--- config.mk ---
export PLATFORM = sky130hd
export DESIGN_NAME = fifo_wr_arbiter_flat
export DESIGN_NICKNAME = d
export VERILOG_FILES = /design/src/rtl/fifo_ctrl_pkg.sv /design/src/rtl/fifo_wr_arbiter_if.sv /design/src/rtl/rr_pick2.sv /design/src/rtl/fifo_wr_arbiter.sv /design/src/flat_wrapper.sv
export SDC_FILE = /design/constraint.sdc
export NUM_CORES = 1
export LEC_CHECK = 0
export ABC_AREA = 1
export BUFFER_PORTS_ARGS = -buffer_cell sky130_fd_sc_hd__buf_2
export CORE_MARGIN = 1
export CORE_UTILIZATION = 30
export DETAILED_ROUTE_END_ITERATION = 10
export HOLD_SLACK_MARGIN = 0.02
export PLACE_DENSITY = 0.56
export SLEW_MARGIN = 30
export SYNTH_ARGS = -nofsm -noshare
export SYNTH_HDL_FRONTEND = slang
export SYNTH_SLANG_ARGS = --single-unit
--- constraint.sdc ---
create_clock -name clk -period 2.3 [get_ports clk]
set_input_delay 0.115 -clock clk [delete_from_list [all_inputs] [get_ports clk]]
set_output_delay 0.115 -clock clk [all_outputs]
set_load 0.02 [all_outputs]
--- src/rtl/fifo_ctrl_pkg.sv ---
// fifo_ctrl_pkg: shared types and default sizes for the FIFO write arbiter.
//   state_t    - arbiter FSM states (IDLE, G0, G1)
//   DEF_*      - default DATA_W, DEPTH and CNT_W
//   BEAT_W     - beat counter width, covers BURST_MAX up to 15
package fifo_ctrl_pkg;
   typedef enum logic [1:0] {IDLE, G0, G1} state_t;
   localparam int DEF_DATA_W = 8;
   localparam int DEF_DEPTH  = 64;
   localparam int DEF_CNT_W  = 7;
   localparam int BEAT_W     = 4;
endpackage

--- src/rtl/fifo_wr_arbiter_if.sv ---
// fifo_wr_arbiter_if: producer handshake and FIFO write bus.
//   req0/req1, data0/data1 - producer requests and words
//   gnt0/gnt1              - per-producer grants
//   wr_en, buf_in          - registered FIFO write strobe and data
//   buf_full, fifo_counter - FIFO status
//   slave: arbiter side, master: producer/FIFO side
interface fifo_wr_arbiter_if
   import fifo_ctrl_pkg::*;
#(
   parameter int DATA_W = DEF_DATA_W,
   parameter int CNT_W  = DEF_CNT_W
);
   logic              req0, req1;
   logic [DATA_W-1:0] data0, data1;
   logic              gnt0, gnt1;
   logic              wr_en;
   logic [DATA_W-1:0] buf_in;
   logic              buf_full;
   logic [CNT_W-1:0]  fifo_counter;
   modport slave (
      input  req0, req1, data0, data1, buf_full, fifo_counter,
      output gnt0, gnt1, wr_en, buf_in
   );
   modport master (
      output req0, req1, data0, data1, buf_full, fifo_counter,
      input  gnt0, gnt1, wr_en, buf_in
   );
endinterface

--- src/rtl/rr_pick2.sv ---
// rr_pick2: two-way round-robin choice.
//   req0, req1 - requests
//   last       - producer granted most recently
//   vld        - at least one request
//   win        - chosen producer (the one not granted last on a tie)
module rr_pick2 (
   input  logic req0,
   input  logic req1,
   input  logic last,
   output logic vld,
   output logic win
);
   assign vld = req0 || req1;
   assign win = (req0 && req1) ? !last : req1;
endmodule

--- src/rtl/fifo_wr_arbiter.sv ---
// fifo_wr_arbiter: burst round-robin arbiter writing two producers into one FIFO.
//   clk   - clock, rising edge
//   rst_n - asynchronous active-low reset
//   bus   - producer handshake, FIFO write port and FIFO status (slave side)
module fifo_wr_arbiter
   import fifo_ctrl_pkg::*;
#(
   parameter int DATA_W    = DEF_DATA_W,
   parameter int DEPTH     = DEF_DEPTH,
   parameter int CNT_W     = DEF_CNT_W,
   parameter int BURST_MAX = 4
)(
   input logic clk,
   input logic rst_n,
   fifo_wr_arbiter_if.slave bus
);
   state_t            state, state_n;
   logic              last, last_n;
   logic [BEAT_W-1:0] beat, beat_n;
   logic [CNT_W:0]    occ;
   logic [DATA_W-1:0] wdata;
   logic              space, cur, req_i, req_o, xfer, leave, pick_vld, pick_win;
   // occupancy counts the write still in flight, since fifo_counter lags wr_en by one edge
   assign occ   = {1'b0, bus.fifo_counter} + {{CNT_W{1'b0}}, bus.wr_en};
   assign space = !bus.buf_full && (occ < (CNT_W+1)'(DEPTH));
   assign bus.gnt0 = (state == G0) && space;
   assign bus.gnt1 = (state == G1) && space;
   assign cur   = (state == G1);
   assign req_i = cur ? bus.req1 : bus.req0;
   assign req_o = cur ? bus.req0 : bus.req1;
   assign xfer  = (bus.req0 && bus.gnt0) || (bus.req1 && bus.gnt1);
   assign wdata = cur ? bus.data1 : bus.data0;
   // a stalled grant (no space) freezes state, beat and last
   assign leave = space && (!req_i || (beat + 1'b1 == BEAT_W'(BURST_MAX)));
   rr_pick2 u_pick (
      .req0 (bus.req0),
      .req1 (bus.req1),
      .last (last),
      .vld  (pick_vld),
      .win  (pick_win)
   );
   always_comb begin
      state_n = state;
      last_n  = last;
      beat_n  = beat;
      if (state == IDLE) begin
         state_n = pick_vld ? (pick_win ? G1 : G0) : IDLE;
         beat_n  = '0;
      end else if (leave) begin
         last_n  = cur;
         beat_n  = '0;
         state_n = req_o ? (cur ? G0 : G1) : (req_i ? state : IDLE);
      end else if (xfer) begin
         beat_n  = beat + 1'b1;
      end
   end
   always_ff @(posedge clk or negedge rst_n) begin
      if (!rst_n) begin
         state      <= IDLE;
         last       <= 1'b1;
         beat       <= '0;
         bus.wr_en  <= 1'b0;
         bus.buf_in <= '0;
      end else begin
         state      <= state_n;
         last       <= last_n;
         beat       <= beat_n;
         bus.wr_en  <= xfer;
         bus.buf_in <= xfer ? wdata : '0;
      end
   end
endmodule

--- src/flat_wrapper.sv ---
// flat-port wrapper written by rule: the top's interface ports become plain ports
module fifo_wr_arbiter_flat import fifo_ctrl_pkg::*;
#(
   parameter int DATA_W    = DEF_DATA_W,
   parameter int DEPTH     = DEF_DEPTH,
   parameter int CNT_W     = DEF_CNT_W,
   parameter int BURST_MAX = 4
)
  (clk, rst_n, bus_req0, bus_req1, bus_data0, bus_data1, bus_buf_full, bus_fifo_counter, bus_gnt0, bus_gnt1, bus_wr_en, bus_buf_in);
  fifo_wr_arbiter_if #(.DATA_W(DATA_W), .CNT_W(CNT_W)) bus_i ();
  input logic clk;
  input logic rst_n;
  input wire logic [$bits(bus_i.req0)-1:0] bus_req0;
  input wire logic [$bits(bus_i.req1)-1:0] bus_req1;
  input wire logic [$bits(bus_i.data0)-1:0] bus_data0;
  input wire logic [$bits(bus_i.data1)-1:0] bus_data1;
  input wire logic [$bits(bus_i.buf_full)-1:0] bus_buf_full;
  input wire logic [$bits(bus_i.fifo_counter)-1:0] bus_fifo_counter;
  output wire logic [$bits(bus_i.gnt0)-1:0] bus_gnt0;
  output wire logic [$bits(bus_i.gnt1)-1:0] bus_gnt1;
  output wire logic [$bits(bus_i.wr_en)-1:0] bus_wr_en;
  output wire logic [$bits(bus_i.buf_in)-1:0] bus_buf_in;
  assign bus_i.req0 = bus_req0;
  assign bus_i.req1 = bus_req1;
  assign bus_i.data0 = bus_data0;
  assign bus_i.data1 = bus_data1;
  assign bus_i.buf_full = bus_buf_full;
  assign bus_i.fifo_counter = bus_fifo_counter;
  assign bus_gnt0 = bus_i.gnt0;
  assign bus_gnt1 = bus_i.gnt1;
  assign bus_wr_en = bus_i.wr_en;
  assign bus_buf_in = bus_i.buf_in;
  fifo_wr_arbiter #(.DATA_W(DATA_W), .DEPTH(DEPTH), .CNT_W(CNT_W), .BURST_MAX(BURST_MAX)) u_core (.clk(clk), .rst_n(rst_n), .bus(bus_i));
endmodule
==> flow_metrics.py <==
metrics = {
    "routing": {
        "highest_layer": "met4",
        "wl_per_cell_um": 10.20,
        "wl_met1_um": 839,
        "post-route-drc-count": 3,
        "viasPerCell": 4.601,
        "wirelength_mm": 1.918,
        "ant_nets": 0,
        "first_pass_iters": 7,
        "dr.first_iter.drc_count": 15,
        "num_vias": 865,
        "met3WireLength_um": 131,
        "routed-wl-met2_um": 933,
    },
    "clock_network": {
        "root_buffer": "clkbuf_4",
        "clk_latency_ns": 0.29,
        "cts_tree": "built",
        "htreeDepth": 1,
        "cts.path.max_buffers": 2,
        "ctsResizeCount": 0,
        "clkTransAtPathRegs_ns": 0.11,
        "cts_sinks": 16,
        "cts_inserted_buffers": 3,
    },
    "critical_path": {
        "max_stage_delay_ns": 0.47,
        "critical_path_class": "reg2out",
        "cp_data_arrival_time_ns": 1.55,
        "path_cells": "nor2_4 > inv_2 > nor2_1 > buf_2",
        "cpMaxStageDelayCell": "dfrtp_1",
        "critPathCaptureType": "primary output",
        "critPathMaxFanout": 12,
        "worstPathRequired_ns": 2.18,
        "startpoint_type": "flip-flop",
    },
    "cells_and_area": {
        "area_growth_pct": 27.46,
        "instances_no_fill": 188,
        "final_area_mm2": 0.001185,
        "final_nets": 188,
        "drive_gt1_share_pct": 40.76,
        "diodes": 0,
        "final_util_pct": 41.54,
    },
    "synthesis": {
        "syn-cell-area_um2": 929.6,
        "avgSynthCellArea_um2": 8.014,
        "postSynthCellCount": 116,
        "yosysSeqAreaShare_pct": 43.20,
        "yosys_warnings": 0,
        "yosysTopAreaCell": "dfrtp_1",
        "synth_cell_types": 24,
        "syn_nets": 146,
        "synth_top_cell_area_share_pct": 40.38,
        "synth_area_leaders": "dfrtp_1 (40%), nand2_1 (15%), a21oi_2 (8.5%)",
        "synth-seq-cells": 16,
    },
    "timing": {
        "rsz0062_at_grt": "no",
        "layout_min_cycle_time_ns": 1.669,
        "worstMarginPinSlew_ns": 0.3620,
        "final.setup.tns_ns": 0,
        "report.final.slew_viol_count": 0,
        "fin_ws_ns": 0.6310,
        "clock.fmax_mhz": 599.2,
        "slew_headroom_pct": 75.87,
        "setup_viol": 0,
        "timing.final.crit_share_pct": 72.56,
        "hold_viol_final": 0,
        "holdWs_ns": 0.05153,
        "finClkSkew_ns": 0.01053,
    },
    "global_route": {
        "grt_pass1_wl_mm": 3.429,
        "grt_max_degree": 17,
        "overflow": 0,
        "grt_usage_pct": 13.38,
        "grt_antenna_before_repair": 0,
        "grt_pass1_vias": 857,
    },
    "job": {
        "drv_cap": 0,
    },
    "placement": {
        "dp_cells": 183,
        "dp_slack_ns": 0.7661,
        "gp_congestion": 0.7395,
        "hpwl_mm": 1.553,
        "port_buffers": 38,
        "dpl_cell_area_mm2": 0.001139,
    },
    "floorplanning": {
        "start_util_pct": 32.59,
        "die_x_um": 57.67,
        "fp.dieH_um": 57.67,
        "dieArea_mm2": 0.003325,
        "core_mm2": 0.002853,
        "rows": 19,
        "num_io_pins": 39,
    },
    "run_status": {
        "violations": "DRC",
        "status": "finished with violations",
    },
    "pwr": {
        "power_mw": 0.9220,
        "ir_drop_mv": 0.3936,
        "p_per_area_mw_per_mm2": 778.1,
        "p_leak_nw": 0.6546,
    },
    "min_path": {
        "hold_class": "in2reg",
    },
}
-- cell usage after synthesis (all sizes together) --
cell    number
nand2       42
dfrtp       15
inv         15
a21oi       12
nand3        8
nor2         8
o21ai        5
buf          2
clkinv       2
ha           2
dfstp        1
nand4        1
o211ai       1
o22ai        1
xor2         1
-- cell usage in the layout (no fill, tap or decap), drive strengths merged, types with 2 or more instances in the layout --
master / synthesis / final
nand3: 8 / 8
o21ai: 5 / 5
a21oi: 12 / 12
dfrtp: 15 / 15
buf: 2 / 38
inv: 15 / 15
ha: 2 / 2
clkinv: 2 / 2
nand2: 42 / 42
clkbuf: 0 / 4
nor2: 8 / 8
-- flip-flops by register name (all words and copies together), names as in the netlist --
register,cells
u_core.bus.wr_en,1
u_core.bus.buf_in,8
u_core.last,1
u_core.beat,4
u_core.state,2
-- final timing paths --
path / startpoint / to / slack (ns) / depth (start not counted)
setup / recovery: u_core.state[0]$_DFFE_PN0P_ / bus_gnt1 / 0.63 / 4
setup reg to reg: u_core.state[0]$_DFFE_PN0P_ / u_core.beat[3]$_DFFE_PN0P_ / 0.77 / 7
max in group asynchronous: rst_n / u_core.last$_DFFE_PN1P_ / 1.72 / 2
min in group asynchronous: rst_n / u_core.bus.wr_en$_DFF_PN0_ / 0.26 / 2
hold / removal: bus_data0[4] / u_core.bus.buf_in[4]$_DFF_PN0_ / 0.05 / 3
hold reg to reg: u_core.last$_DFFE_PN1P_ / u_core.last$_DFFE_PN1P_ / 0.48 / 2
-- worst max-delay path, delay by kind of cell (launching register included) --
kind	cells	cell delay [ns]
buf+inv	2	0.32
flops	1	0.47
simple gates	2	0.47
-- metal layers --
layer / vias up / GRT usage [%]
met5: - / 0
met1: 379 / 15.14
met2: 38 / 24.75
met4: 0 / 4.082
li1: 446 / -
met3: 2 / 3.348
-- where the power goes --
| part | internal, mW | leakage, nW | switching, mW |
|---|---|---|---|
| Sequential | 0.323 | 0.217 | 0.0316 |
| Combinational | 0.121 | 0.417 | 0.255 |
| Clock | 0.0965 | 0.0210 | 0.0950 |
-- logic make-up after synthesis --
logic type	after synthesis	share of synthesized area, %
DFF	16	43.20
xor gates and xnor gates	1	0.9423
buffers and inverters	19	9.150
and+or+nand+nor	59	28.94
adders and majority gates	2	2.691
AOI/OAI and AO/OA	19	15.07
-- cell type report --
| class | instances | area, um2 |
|---|---|---|
| fillers | 291 | 1668 |
| multi-input cells | 81 | 442.9 |
| flip-flops and latches | 16 | 401.6 |
| repair buffers | 39 | 200.2 |
| inverters | 17 | 65.06 |
| well taps | 31 | 38.79 |
| clock buffers | 4 | 36.28 |
-- what timing repair did --
| item | in CTS | in global routing |
|---|---|---|
| endpoints found under the hold margin | 15 | 0 |
| buffers inserted | 0 | 0 |
| hold buffers | 1 | 0 |
Power figures use the tool's default switching activity.
